### src/rtl/dp_wakeup_buffer.sv
`default_nettype none
// ============================================================================
// Module   : dp_wakeup_buffer
// Brief    : In-order dispatch FIFO between rename and the reservation
//            stations. Operands are filled at enqueue and keep snooping the
//            writeback buses until dispatch. Optional macro: DP_BYPASS_EN
//            (empty-buffer same-cycle pass-through).
// Revision : 1.0 - initial release
// ============================================================================

package dp_wakeup_pkg;
    localparam int PHYS_REG_BITS = 6;

    typedef logic [15:0] ctrl_word_t;

    typedef struct packed {
        logic                     valid;
        logic [31:0]              pc;
        logic [PHYS_REG_BITS-1:0] rd_paddr;
        logic                     rs1_rdy;
        logic [PHYS_REG_BITS-1:0] rs1_paddr;
        logic [31:0]              rs1_data;
        logic                     rs2_rdy;
        logic [PHYS_REG_BITS-1:0] rs2_paddr;
        logic [31:0]              rs2_data;
    } ooo_instr_t;
endpackage

module dp_wakeup_buffer
    import dp_wakeup_pkg::*;
#(
    parameter int DEPTH   = 4,
    parameter int NUM_WB  = 2,
    parameter int PADDR_W = PHYS_REG_BITS
) (
    input  logic                             clk,
    input  logic                             rst_n,
    input  logic                             flush,
    input  logic                             in_valid,
    output logic                             in_ready,
    input  ctrl_word_t                       in_ctrl,
    input  ooo_instr_t                       in_instr,
    input  logic                             prf_rs1_valid,
    input  logic                             prf_rs2_valid,
    input  logic [31:0]                      prf_rs1_v,
    input  logic [31:0]                      prf_rs2_v,
    input  logic [NUM_WB-1:0]                wb_valid,
    input  logic [NUM_WB-1:0][PADDR_W-1:0]   wb_paddr,
    input  logic [NUM_WB-1:0][31:0]          wb_data,
    output logic                             out_valid,
    input  logic                             out_ready,
    output ctrl_word_t                       out_ctrl,
    output ooo_instr_t                       out_instr,
    output logic [$clog2(DEPTH):0]           count
);

    localparam int               PTR_W   = $clog2(DEPTH);
    localparam int               CNT_W   = PTR_W + 1;
    localparam logic [CNT_W-1:0] DEPTH_C = CNT_W'(DEPTH);

    // Scanning from the top bus down lets the lowest-index match win.
    function automatic ooo_instr_t snoop(
        input ooo_instr_t                     e,
        input logic [NUM_WB-1:0]              v,
        input logic [NUM_WB-1:0][PADDR_W-1:0] pa,
        input logic [NUM_WB-1:0][31:0]        d
    );
        ooo_instr_t r;
        r = e;
        for (int k = NUM_WB - 1; k >= 0; k--) begin
            if (e.valid && !e.rs1_rdy && v[k] && (pa[k] == e.rs1_paddr)) begin
                r.rs1_rdy  = 1'b1;
                r.rs1_data = d[k];
            end
            if (e.valid && !e.rs2_rdy && v[k] && (pa[k] == e.rs2_paddr)) begin
                r.rs2_rdy  = 1'b1;
                r.rs2_data = d[k];
            end
        end
        return r;
    endfunction

    ctrl_word_t       ctrl_mem  [DEPTH];
    ooo_instr_t       instr_mem [DEPTH];
    logic [PTR_W-1:0] head;
    logic [PTR_W-1:0] tail;
    logic [CNT_W-1:0] cnt;

    ooo_instr_t fill;
    ooo_instr_t head_fwd;
    logic       empty;
    logic       enq;
    logic       deq;
    logic       wr;
    logic       bypass;

    // PRF is applied first so a PRF-filled operand is ready before snooping.
    always_comb begin
        fill = in_instr;
        if (!in_instr.rs1_rdy && prf_rs1_valid) begin
            fill.rs1_rdy  = 1'b1;
            fill.rs1_data = prf_rs1_v;
        end
        if (!in_instr.rs2_rdy && prf_rs2_valid) begin
            fill.rs2_rdy  = 1'b1;
            fill.rs2_data = prf_rs2_v;
        end
        fill = snoop(fill, wb_valid, wb_paddr, wb_data);
    end

    assign head_fwd = snoop(instr_mem[head], wb_valid, wb_paddr, wb_data);
    assign empty    = (cnt == '0);
    assign in_ready = (cnt < DEPTH_C) & ~flush;
    assign enq      = in_valid & in_ready & in_instr.valid;

`ifdef DP_BYPASS_EN
    assign bypass = empty & enq;
`else
    assign bypass = 1'b0;
`endif

    assign out_valid = bypass | (~empty & ~flush);
    assign deq       = ~empty & ~flush & out_ready;
    assign wr        = enq & ~(bypass & out_ready);
    assign count     = cnt;

    always_comb begin
        out_ctrl  = '0;
        out_instr = '0;
        if (bypass) begin
            out_ctrl  = in_ctrl;
            out_instr = fill;
        end else if (!empty) begin
            out_ctrl  = ctrl_mem[head];
            out_instr = head_fwd;
        end
    end

    always_ff @(posedge clk or negedge rst_n) begin
        if (!rst_n) begin
            head <= '0;
            tail <= '0;
            cnt  <= '0;
            for (int i = 0; i < DEPTH; i++) begin
                instr_mem[i] <= '0;
                ctrl_mem[i]  <= '0;
            end
        end else if (flush) begin
            head <= '0;
            tail <= '0;
            cnt  <= '0;
            for (int i = 0; i < DEPTH; i++) begin
                instr_mem[i].valid <= 1'b0;
            end
        end else begin
            // Tail and head coincide only when empty or full, never with both wr and deq.
            for (int i = 0; i < DEPTH; i++) begin
                if (wr && (PTR_W'(i) == tail)) begin
                    instr_mem[i] <= fill;
                    ctrl_mem[i]  <= in_ctrl;
                end else if (deq && (PTR_W'(i) == head)) begin
                    instr_mem[i].valid <= 1'b0;
                end else begin
                    instr_mem[i] <= snoop(instr_mem[i], wb_valid, wb_paddr, wb_data);
                end
            end
            if (wr) begin
                tail <= tail + PTR_W'(1);
            end
            if (deq) begin
                head <= head + PTR_W'(1);
            end
            if (wr && !deq) begin
                cnt <= cnt + CNT_W'(1);
            end else if (!wr && deq) begin
                cnt <= cnt - CNT_W'(1);
            end
        end
    end

endmodule
`default_nettype wire

### config.mk
export PLATFORM = sky130hd
export DESIGN_NAME = dp_wakeup_buffer
export DESIGN_NICKNAME = d
export VERILOG_FILES = /design/src/rtl/dp_wakeup_buffer.sv
export SDC_FILE = /design/constraint.sdc
export NUM_CORES = 2
export LEC_CHECK = 0
export ABC_AREA = 1
export CORE_ASPECT_RATIO = 0.6
export CORE_UTILIZATION = 30
export DETAILED_ROUTE_END_ITERATION = 6
export SYNTH_ARGS = -nofsm -noshare
export SYNTH_HDL_FRONTEND = slang
export SYNTH_SLANG_ARGS = --single-unit
### constraint.sdc
create_clock -name clk -period 5 [get_ports clk]
set_input_delay 1 -clock clk [delete_from_list [all_inputs] [get_ports clk]]
set_output_delay 1 -clock clk [all_outputs]
set_load 0.05 [all_outputs]
## Word level (Yosys, flattened, before mapping)

Cells that the tools add are included.

- $add $sub $neg: 4
- $lt $le $gt $ge: 2
- Equal/unequal tests: 34
- Multiplexer cells: 83
- Bitwise operators: 8
- Reductions and logical operators: 118

Operators by type and width:

| operator | number |
|---|---|
| two-way mux 32 bit | 26 |
| two-way mux 117 bit | 7 |
| two-way mux 78 bit | 4 |
| binary-select mux 117 bit (select 2 bit) | 1 |
| equality test 6 bit | 24 |
| logical AND 1 bit | 72 |
| two-way mux 16 bit | 3 |
| nonzero test 3 bit | 13 |
| two-way mux 1 bit | 34 |
| binary-select mux 16 bit (select 2 bit) | 1 |
| AND reduction 3 bit | 8 |
| logical NOT 1 bit | 16 |
| two-way mux 3 bit | 3 |
| equality test 2 bit (first input constant) | 4 |
| two-way mux 2 bit | 4 |
| inequality test 2 bit (second input constant) | 4 |
| AND reduction 2 bit | 4 |
| AND 1 bit | 5 |
| adder 2 x 1 -> 2 bit (second input constant) | 2 |
| equality test 1 x 2 -> 1 bit (first input constant) | 2 |
| logical NOT 2 bit | 2 |
| nonzero test 2 bit | 2 |
| adder 3 x 1 -> 3 bit (second input constant) | 1 |
| >= comparator 3 bit (second input constant) | 1 |
| 5 further kinds | 6 |

- Register bits: 539
- Bits of input ports: 282
- Output and inout port bits: 138
- Word-level logic and storage cells: 292

## Longest topological paths before layout

- Depth after elaboration: 11
- Mapped depth: 16
- Depth with buffers taken out: 13

## Worst setup path after synthesis

OpenSTA, ideal clock, no wires.

- Path type: input port to output port
- From: in wb_paddr[8] (netlist bit)
- To: out out_instr[38] (netlist bit)
- Arrival: 2745 ps
- Required time: 4000 ps
- Path slack: 1255 ps
- Stages on the path: 10
- Path buffers: 3
- Path through: buf_2 > buf_2 > nand2_1 > nand2_1 > nor2_1 > nand2_2 > nor2_4 > buf_6 > a21oi_1 > a21oi_1

RTL lines:

| what | RTL line | text |
|---|---|---|
| from (decl) | 48 | `input logic [NUM_WB-1:0][PADDR_W-1:0] wb_paddr,` |
| to (decl) | 53 | `output ooo_instr_t out_instr,` |

==> run metrics <==
uppermost routed layer=met5; commonest non-fill, non-tap cells in the layout=nand2_1 (1871), nor2_1 (731), o21ai_0 (576); cell area power density=504 mW/mm^2; post-synthesis sequential area ratio=36.3%; Startpoint Class=flop; fin crit period=4.90 ns; Detailed Place HPWL=131000 microns; synth warn=0; RSZ-0062 raised after global routing=no; Overflow after GRT=0; # port buffers=419; Max VDD drop=0.496 mV; met3 wire length=26900 microns; final count of hold timing violations=0; Worst Slack Setup Final=0.0995 ns; leakage=0.0219 uW; max-slew violation count=0; row cnt=99; die area=0.125 sq mm; vias=43200; fillers=13000; final instance area=0.0458 sq mm; Initial Utilization=30.4%; Max clock buf depth=3; setup tns final=0 ns; CTS sink cnt=539; relative slew slack=33.1%; Distinct cells, synth=35; initial antenna violation count=14; failing checks=design-rule violations; clk_skew=0.0578 ns; pin count of the biggest net entering global routing=135; leading cell type in the layout, fill and taps excluded=nand2_1; register bit total from synthesis=539; Synth Instances=5866; setup slack after placement=0.400 ns; # DRC=4; max_cap viols=0; final WL=194000 microns; clock latency at the later pin of the worst-skew pair=0.72 ns; Crit. End Element=primary output; drt initial violations=6537; syn nets=6157; CTS Root Cell=clkbuf_16; first-pass GRT wire length=278000 microns; met2 wire len=76900 microns; # IOs=420; Tot GR Track Use=29.8%; Max Fclk=204 MHz; die width=456 microns; wl on met1=81700 microns; drt pass-1 iters=7; Hold Crit Class=in2async; Clock transition at path regs=0.06 ns; drt wl/cell=25.0 microns; Final #Nets=6363; final worst-path cycle share=98.0%; Core Region=0.122 sq mm; synthesized cell area=0.0371 sq mm; Num CTS Buffers=60; synth-to-layout area growth=23.4%; CTS tree=done; Cell Area, Placed=0.0437 sq mm; hold buffer count at cts=0; Die Ht=275 microns; final setup vio count=0; vias in the first global route=38800; vias per inst=5.58; R2R Setup Slk=1.16 ns; remaining antenna violation count after routing=0; Worst Path Max Fanout=119; R2R cell count=11; CTS H-tree depth=2; Avg Synthesized Cell Area=6.33 sq um; CP required=4.00 ns; Critical Path AT=3.90 ns; Slew @ Worst Pin=1.00 ns; fraction of layout cells with a size suffix above 1=6.16%; gp weighted congestion=1.05; status=complete, but fails checks; WS Path Type=reg2out
==> layer usage <==
layer,track usage [%],up-vias
met5,0.0366,-
met4,11.0,6
met3,9.94,402
met2,40.9,2907
met1,42.6,20400
li1,-,19500
==> metrics by stage <==
| stage | instances | hold WS, ns | utilization [%] | power (uW) |
|---|---|---|---|---|
| 5_1_grt | 7738 | 0.407 | 37.5 | 24000 |
| 2_1_floorplan | 5866 | 0.444 | - | 12700 |
| 3_5_place_dp | 7620 | 0.460 | 35.8 | 18100 |
| 4_1_cts | 7727 | 0.374 | 37.4 | 22900 |
| 3_3_place_gp | 7620 | 0.456 | 35.8 | 18100 |
| 6_report | 7742 | 0.329 | 37.5 | 23100 |
==> report_power, final <==
part | total [uW] | internal (uW) | switching, uW
clock network | 4760 | 2670 | 2090
logic | 12300 | 4060 | 8270
registers | 6010 | 5370 | 645
==> worst max-delay path, stage by stage (launching register included) <==
cell     delay (ns)
dfrtp_4        0.66
buf_4          0.43
buf_12         0.53
a21oi_1        0.13
a22oi_1        0.69
o21ai_0        0.27
nand3_1        0.13
nand2_1        0.05
inv_1          0.10
buf_12         0.14
==> area by class of cell <==
class,count,area [sq um],area share (%)
Multi-Input combinational cell,4564,20700,45.1
Sequential cell,539,13500,29.4
Timing Repair Buffer,572,6290,13.7
Tap cell,1616,2020,4.41
Clock buffer,84,1720,3.76
Inverter,335,1300,2.83
Clock inverter,23,330,0.720
Antenna cell,9,22.5,0.0491
==> path summary, 6_finish.rpt <==
check / start / endpoint
worst min register to register: instr_mem[79]$_DFFE_PN0P_ / instr_mem[79]$_DFFE_PN0P_
worst max-delay path: head[0]$_DFFE_PN0P_ / out_instr[15]
max in group asynchronous: rst_n / instr_mem[134]$_DFFE_PN0P_
worst max register to register: head[1]$_DFFE_PN0P_ / instr_mem[405]$_DFFE_PN0P_
worst min-delay path: rst_n / instr_mem[425]$_DFFE_PN0P_
min in group clk: instr_mem[79]$_DFFE_PN0P_ / instr_mem[79]$_DFFE_PN0P_
==> cell families after synthesis <==
family,Yosys count,synth area share [%]
adder cells (fa/ha/maj),9,0.323
XOR/XNOR,50,1.18
AND/OR/NAND/NOR,3378,37.3
AO/OA/AOI/OAI,1062,14.8
multiplexers,64,1.72
buffers and inverters,764,8.37
flip-flops,539,36.3
==> flip-flops by register name, indices dropped and copies added, names as in the netlist <==
name and flops:
count 3, ctrl_mem 64, head 2, instr_mem 468, tail 2
==> timing repair <==
action                     in CTS  in global routing
resized for setup               0                  7
setup buffers                   0                  5
setup endpoints to repair       0                 59
==> synthesized netlist by cell type <==
cell       count  share of area [%]
and2_1         3              0.051
nand3_1      535                7.2
o211ai_1       4              0.081
dfrtp_1      539                 36
mux2i_1       64                1.7
nor3_1       107                1.4
nor2_2         5              0.084
buf_4          8               0.16
fa_1           1              0.054
xor2_1        22               0.52
o21ai_1       32               0.43
nand2_1     1885                 19
xnor2_1       28               0.66
inv_1        291                2.9
o31ai_1        4              0.081
nand4_1       84                1.4
nand2_2        4              0.067
buf_1         31               0.31
clkinv_1      34               0.34
buf_2         91                1.2
nor2_1       737                7.4
nor2_4         2              0.061
buf_6         13               0.39
inv_2         10               0.10
ha_1           8               0.27
a22oi_1       64                1.3
nand3b_1       3              0.061
o21ai_0      576                7.8
clkbuf_1     286                2.9
a21oi_1      375                5.1
o2111ai_1      1              0.024
nor2_8         1              0.054
nor3_2         7               0.19
nand3_2        5               0.13
o22ai_1        6               0.10
No activity file was read; power rests on OpenSTA's default activity.
